File: src/rtl/iterative_shift_unit.sv
// Multi-cycle LSL/LSR/ASR/ROR shifter, one bit per enabled clock, with ARM-style carry-out.
// Latency shamt+1 cycles at full enable; start is ignored while busy, and enable=0 stalls everything.
module iterative_shift_unit #(
  parameter int WIDTH   = 8,
  parameter int SHAMT_W = 4
) (
  input  logic               clock,
  input  logic               reset_n,
  input  logic               enable,
  input  logic               start,
  input  logic [1:0]         op,
  input  logic [WIDTH-1:0]   data_in,
  input  logic [SHAMT_W-1:0] shamt,
  input  logic               carry_in,
  output logic [WIDTH-1:0]   data_out,
  output logic               carry_out,
  output logic               busy,
  output logic               done
);

  localparam logic [1:0] OP_LSL = 2'b00;
  localparam logic [1:0] OP_LSR = 2'b01;
  localparam logic [1:0] OP_ASR = 2'b10;
  localparam logic [1:0] OP_ROR = 2'b11;

  typedef enum logic [1:0] {
    IDLE  = 2'b00,
    SHIFT = 2'b01,
    DONE  = 2'b10
  } state_t;

  state_t             state;
  state_t             state_nxt;
  logic [1:0]         op_q;
  logic [SHAMT_W-1:0] count;
  logic [WIDTH-1:0]   shift_dat;
  logic               shift_cry;

  always_ff @(posedge clock or negedge reset_n) begin
    if (!reset_n) begin
      state <= IDLE;
    end else begin
      state <= state_nxt;
    end
  end

  // DONE always returns to IDLE, even with enable low, so done is a true single-cycle pulse.
  always_comb begin
    state_nxt = state;
    case (state)
      IDLE: begin
        if (enable && start) begin
          state_nxt = (shamt != '0) ? SHIFT : DONE;
        end
      end
      SHIFT: begin
        if (enable && (count == SHAMT_W'(1))) begin
          state_nxt = DONE;
        end
      end
      DONE:    state_nxt = IDLE;
      default: state_nxt = IDLE;
    endcase
  end

  always_comb begin
    shift_dat = data_out;
    shift_cry = data_out[0];
    case (op_q)
      OP_LSL: begin
        shift_dat = {data_out[WIDTH-2:0], 1'b0};
        shift_cry = data_out[WIDTH-1];
      end
      OP_LSR:  shift_dat = {1'b0, data_out[WIDTH-1:1]};
      OP_ASR:  shift_dat = {data_out[WIDTH-1], data_out[WIDTH-1:1]};
      OP_ROR:  shift_dat = {data_out[0], data_out[WIDTH-1:1]};
      default: shift_dat = data_out;
    endcase
  end

  always_ff @(posedge clock or negedge reset_n) begin
    if (!reset_n) begin
      data_out  <= '0;
      carry_out <= 1'b0;
      op_q      <= OP_LSL;
      count     <= '0;
    end else if (enable) begin
      case (state)
        IDLE: begin
          if (start) begin
            data_out  <= data_in;
            carry_out <= carry_in;
            op_q      <= op;
            count     <= shamt;
          end
        end
        SHIFT: begin
          data_out  <= shift_dat;
          carry_out <= shift_cry;
          count     <= count - SHAMT_W'(1);
        end
        default: ;
      endcase
    end
  end

  assign busy = (state != IDLE);
  assign done = (state == DONE);

endmodule

File: config.mk
export PLATFORM = sky130hd
export DESIGN_NAME = iterative_shift_unit
export DESIGN_NICKNAME = d
export VERILOG_FILES = /design/src/rtl/iterative_shift_unit.sv
export SDC_FILE = /design/constraint.sdc
export NUM_CORES = 1
export LEC_CHECK = 0
export ABC_CLOCK_PERIOD_IN_PS = 2600
export CAP_MARGIN = 20
export CORE_MARGIN = 2
export CORE_UTILIZATION = 35
export CTS_BUF_LIST = sky130_fd_sc_hd__clkbuf_4 sky130_fd_sc_hd__clkbuf_8 sky130_fd_sc_hd__clkbuf_16
export CTS_CLUSTER_DIAMETER = 50
export DETAILED_ROUTE_END_ITERATION = 6
export RECOVER_POWER = 25
export SETUP_SLACK_MARGIN = 0.3
export SLEW_MARGIN = 20
export SYNTH_ARGS = -nofsm -noshare
export SYNTH_HDL_FRONTEND = slang
export SYNTH_SLANG_ARGS = --single-unit
File: constraint.sdc
create_clock -name clock -period 2.6 [get_ports clock]
set_input_delay 0.78 -clock clock [delete_from_list [all_inputs] [get_ports clock]]
set_output_delay 0.78 -clock clock [all_outputs]
set_load 0.03 [all_outputs]
Word-level counts from Yosys, hierarchy flattened
Cells that the tools add are included.

Add/subtract/negate cells: 1. Equality and inequality tests: 10. Muxes and demuxes: 12. Reduce and logical (&&, ||, !) cells: 11.

Operators by type and width (count): 8-bit case mux with 4 select lines (1); 8-bit case mux with 2 select lines (1); 8-bit two-way mux (1); 2-bit != test (second input constant) (4); 4-bit case mux with 2 select lines (1); 2-bit equality test (second input constant) (3); 2-bit two-way mux (3); 3-bit AND reduction (2); 2-bit by 1-bit equality test with 1-bit output (second input constant) (2); 4-bit by 1-bit equality test with 1-bit output (second input constant) (1); 2-bit logical NOT (2); 4-bit two-way mux (1); 2-bit case mux with 2 select lines (1); 4-bit AND reduction (1); 2-bit nonzero test (2); 4-bit nonzero test (1); 4-bit by 1-bit subtractor with 4-bit output (second input constant) (1); 1-bit logical AND (2); 1-bit two-way mux (2); 1-bit case mux with 2 select lines (1); 2-bit AND reduction (1).

Register bits after elaboration: 17. Input port bits: 19. Output and inout port bits: 11. Word-level logic and storage cells: 40.

Depth between registers and ports, before layout
Word-level depth: 4. Gate-level depth with buffers: 6. Mapped depth without buffers: 5.

Worst setup path before layout
OpenSTA, ideal clock, no wires.

Path kind: register to output. From: register state[0]. To: output done. Arrival: 1100 ps. Setup slack: 720 ps. Stages on the path, launching flop included: 4. Path buffers: 2. Cell sequence: dfrtp_1 -> buf_4 -> clkbuf_1 -> nor2b_1.

Longest elaborated chain between the ends: 1.

Ends and longest elaborated chain: start, declared (line 32) `state_t state;`; start signal, assigned (line 43) `state <= state_nxt;`; 2-bit equality test (line 108) `assign done = (state == DONE);`; end, declared (line 18) `output logic done`.

Every way passes these cells.

Worst setup path in the final report
From: register state[1]. To: output busy.

Longest elaborated chain between the ends: 1.

Ends and longest elaborated chain: 2-bit nonzero test (line 107) `assign busy = (state != IDLE);`; end, declared (line 17) `output logic busy,`.

Every way passes these cells.

==> results.ini <==
[run_status]
outcome = finished clean

[floorplanning]
die_h_microns = 61.4
die_area_sq_um = 3770
io_pins = 30
rows = 20
fp.dieW_microns = 61.4
start_util_pct = 37.2
coreArea_sq_um = 3100

[power_and_ir_drop]
ir_drop_v = 0.000442
p_total_mw = 1.81
leakagePower_nw = 0.541
power_density_nw_per_um2 = 1230

[clock_tree]
cts_buffer_depth = 2
htreeDepth = 1
root_buffer = clkbuf_4
clkSinkCount = 17
cts_tree = built
insertion_delay_ps = 300
post_cts_buffers = 0
clk_pin_slew_ps = 120
numCtsBuffers = 3

[worst_setup_path]
worstSetupPathDepth = 2
cp_slowest_cell = dfrtp_2
r2r_setup_slack_ps = 1110
cp_data_arrival_time_ps = 1440
critical-path-top-delay-family = flip-flops
r2r-start = state[0]
crit_type = reg2out
cp-endpoint = busy
rr_endpoint = count[1]
slowest_delay_ps = 490
required_ps = 1820
reg2regPathDepth = 4
path_cells = or2_2 -> dlygate4sd2_1
startpoint = state[1]
cp-end-kind = output port
crit_fanout = 8
cp-start-kind = flip-flop
worst-path-buf-inv = 1

[routing]
routed_wl_mm = 2.83
wl_per_cell_microns = 15.1
firstDrtPassIters = 4
drc = 0
drtAntennaViolNets = 0
via_per_inst = 5.33
via_count = 997
drt_iter0_drc = 41

[synthesis]
mappedNetlistArea_sq_um = 1150
ys_seq_area_share_pct = 36.9
yosys_warnings = 0
synth_seq_cells = 17
synth_cell_types = 44
synth_cells = 118
avgSynthCellArea_sq_um = 9.78
synth_nets = 139

[sta]
setup_viol = 0
finalCriticalPeriod_ps = 2220
fmax_ghz = 0.450
finalWorstSetupSlack_ps = 378
slew_viol_final = 0
tightest_slew_ps = 981
maxSlewHeadroom_pct = 34.6
min_period_over_period_pct = 85.5
fin_setup_tns_ps = 0
rsz0062_at_grt = no
finClkSkew_ps = 6.25
finalHoldViolCount = 0

[global_route]
antenna_found_initial = 0
grt_pass1_wl_mm = 4.60
grt_pass1_vias = 1004
track_usage_pct = 16.4
grt_remaining_overflow = 0
grt_max_degree = 20

[finish]
diodes = 0
fin_cells = 187
layout-drive-gt1-share_pct = 10.5
syn2layout_area_growth_pct = 27.2
fillers = 338
nNetsFinal = 165

[worst_hold_path]
hp-class = reg2reg

[place]
gp_congestion = 0.783
portBuffers = 29
place_hpwl_mm = 1.95
dp.cells = 183
dp_slack_ps = 278

[run]
maxCapViolCount = 0

-- worst register-to-register path, delay by kind of cell, from the launching register on --
| family | cells | cell delay, ps |
|---|---|---|
| and+or+nand+nor | 1 | 410 |
| DFF | 1 | 380 |
| muxes | 1 | 260 |
| AOI/OAI and AO/OA | 1 | 130 |
| buffers and inverters | 1 | 210 |
-- cell usage after synthesis --
| cell type | number | share of area [%] |
|---|---|---|
| inv_1 | 3 | 0.98 |
| o2111ai_1 | 2 | 1.5 |
| o21ai_0 | 1 | 0.43 |
| a21oi_1 | 9 | 3.9 |
| o21ai_1 | 8 | 3.5 |
| o21a_1 | 7 | 4.6 |
| o221a_1 | 1 | 0.98 |
| o311a_1 | 1 | 0.87 |
| or2_1 | 1 | 0.54 |
| mux2_1 | 2 | 2.0 |
| and2_1 | 1 | 0.54 |
| nand4bb_4 | 1 | 2.4 |
| a311oi_2 | 1 | 1.3 |
| or3_1 | 1 | 0.54 |
| nor2_4 | 1 | 0.98 |
| nor2b_1 | 2 | 1.1 |
| nor3_1 | 1 | 0.43 |
| mux2_4 | 1 | 1.3 |
| nand4bb_1 | 1 | 0.98 |
| a31oi_1 | 10 | 5.4 |
| o211ai_1 | 1 | 0.65 |
| nor2_2 | 1 | 0.54 |
| nor2b_4 | 1 | 1.2 |
| nand3b_1 | 1 | 0.65 |
| nand2b_1 | 8 | 4.3 |
| o2bb2ai_1 | 1 | 0.76 |
| nor4b_1 | 1 | 0.76 |
| a211oi_2 | 1 | 1.1 |
| buf_6 | 2 | 2.0 |
| nor2_1 | 2 | 0.65 |
| and2b_1 | 1 | 0.65 |
| nand2_1 | 1 | 0.33 |
| nand3_1 | 2 | 0.87 |
| buf_4 | 3 | 2.0 |
| buf_2 | 4 | 1.7 |
| nand4_1 | 1 | 0.54 |
| or3b_1 | 1 | 0.76 |
| nor4_1 | 1 | 0.54 |
| clkbuf_1 | 1 | 0.33 |
| ha_1 | 2 | 2.2 |
| dfrtp_1 | 17 | 37 |
| nor3b_1 | 8 | 5.2 |
| nand2b_2 | 1 | 0.76 |
| or2_2 | 1 | 0.54 |
-- how the worst min path moves through the flow --
stage | start | endpoint | slack (ps) | cells past startpoint
detailed placement | data_out[7] | data_out[7] | 530 | 1
floorplan | reset_n | carry_out | 480 | 0
global placement | data_out[7] | data_out[7] | 530 | 1
global route | data_out[7] | data_out[7] | 590 | 1
finish | data_out[7] | data_out[7] | 560 | 1
CTS | data_out[7] | data_out[7] | 560 | 1
-- layer usage --
metal | wire (microns) | GRT usage, % | share of wire (%) | vias up
li1 | - | - | - | 493
met2 | 1360 | 26.9 | 48 | 21
met4 | 13 | 7.29 | 0.46 | 0
met5 | 0 | 0 | 0 | -
met3 | 115 | 3.57 | 4.1 | 2
met1 | 1340 | 20.8 | 47 | 481
-- through the flow --
| stage | instance area (sq um) | hold WS (ps) | util, % |
|---|---|---|---|
| 2_1_floorplan | 1150 | 484 | - |
| 3_3_place_gp | 1450 | 532 | 46.6 |
| 3_5_place_dp | 1450 | 530 | 46.6 |
| 4_1_cts | 1470 | 559 | 47.4 |
| 5_1_grt | 1470 | 588 | 47.3 |
| 6_report | 1470 | 556 | 47.3 |
-- cell usage in the layout, fill, tap and decap left out, types with 2 or more instances in the layout --
master | Yosys | routed
clkdlybuf4s50_1 | 0 | 26
dfrtp_1 | 17 | 16
a31oi_1 | 10 | 10
a21oi_1 | 9 | 9
o21ai_1 | 8 | 8
nor3b_1 | 8 | 8
nand2b_1 | 8 | 8
o21a_1 | 7 | 7
inv_1 | 3 | 3
clkbuf_4 | 0 | 3
nor2b_1 | 2 | 2
nor2_1 | 2 | 2
o2111ai_1 | 2 | 2
nand3_1 | 2 | 2
mux2_1 | 2 | 2
ha_1 | 2 | 2
dlygate4sd2_1 | 0 | 2
-- kinds of logic (layout without fill, tap and decap cells) --
kind of cell	after synthesis	after routing	share of synthesized area, %
adders and majority gates	2	2	2.17
muxes	3	3	3.25
buffers and inverters	13	38	6.94
AOI/OAI and AO/OA	43	43	24.9
DFF	17	17	36.9
and+or+nand+nor	40	40	25.8
-- where the power goes --
group	switching [mW]	leakage (nW)	internal, mW
combinational	0.540	0.329	0.498
sequential	0.215	0.194	0.398
clock	0.0973	0.0177	0.0572
-- registers in the layout, summed over array words and instances, names as in the netlist --
name / cells
op_q: 2
carry_out: 1
count: 4
state: 2
data_out: 8
-- final cells by class --
type                            count  area (sq um)  area share (%)
Clock inverter                      1          5.00           0.341
Timing Repair Buffer               31           299            20.4
Sequential cell                    17           427            29.1
Clock buffer                        3          22.5            1.53
Tap cell                           44          55.1            3.75
Inverter                            3          11.3           0.767
Multi-Input combinational cell     88           648            44.2
-- repair_timing --
action,CTS,global route
resized for setup,3,0
hold buffers,0,0
setup endpoints to repair,2,0
endpoints found under the hold margin,0,0
(Power assumes the default switching activity.)
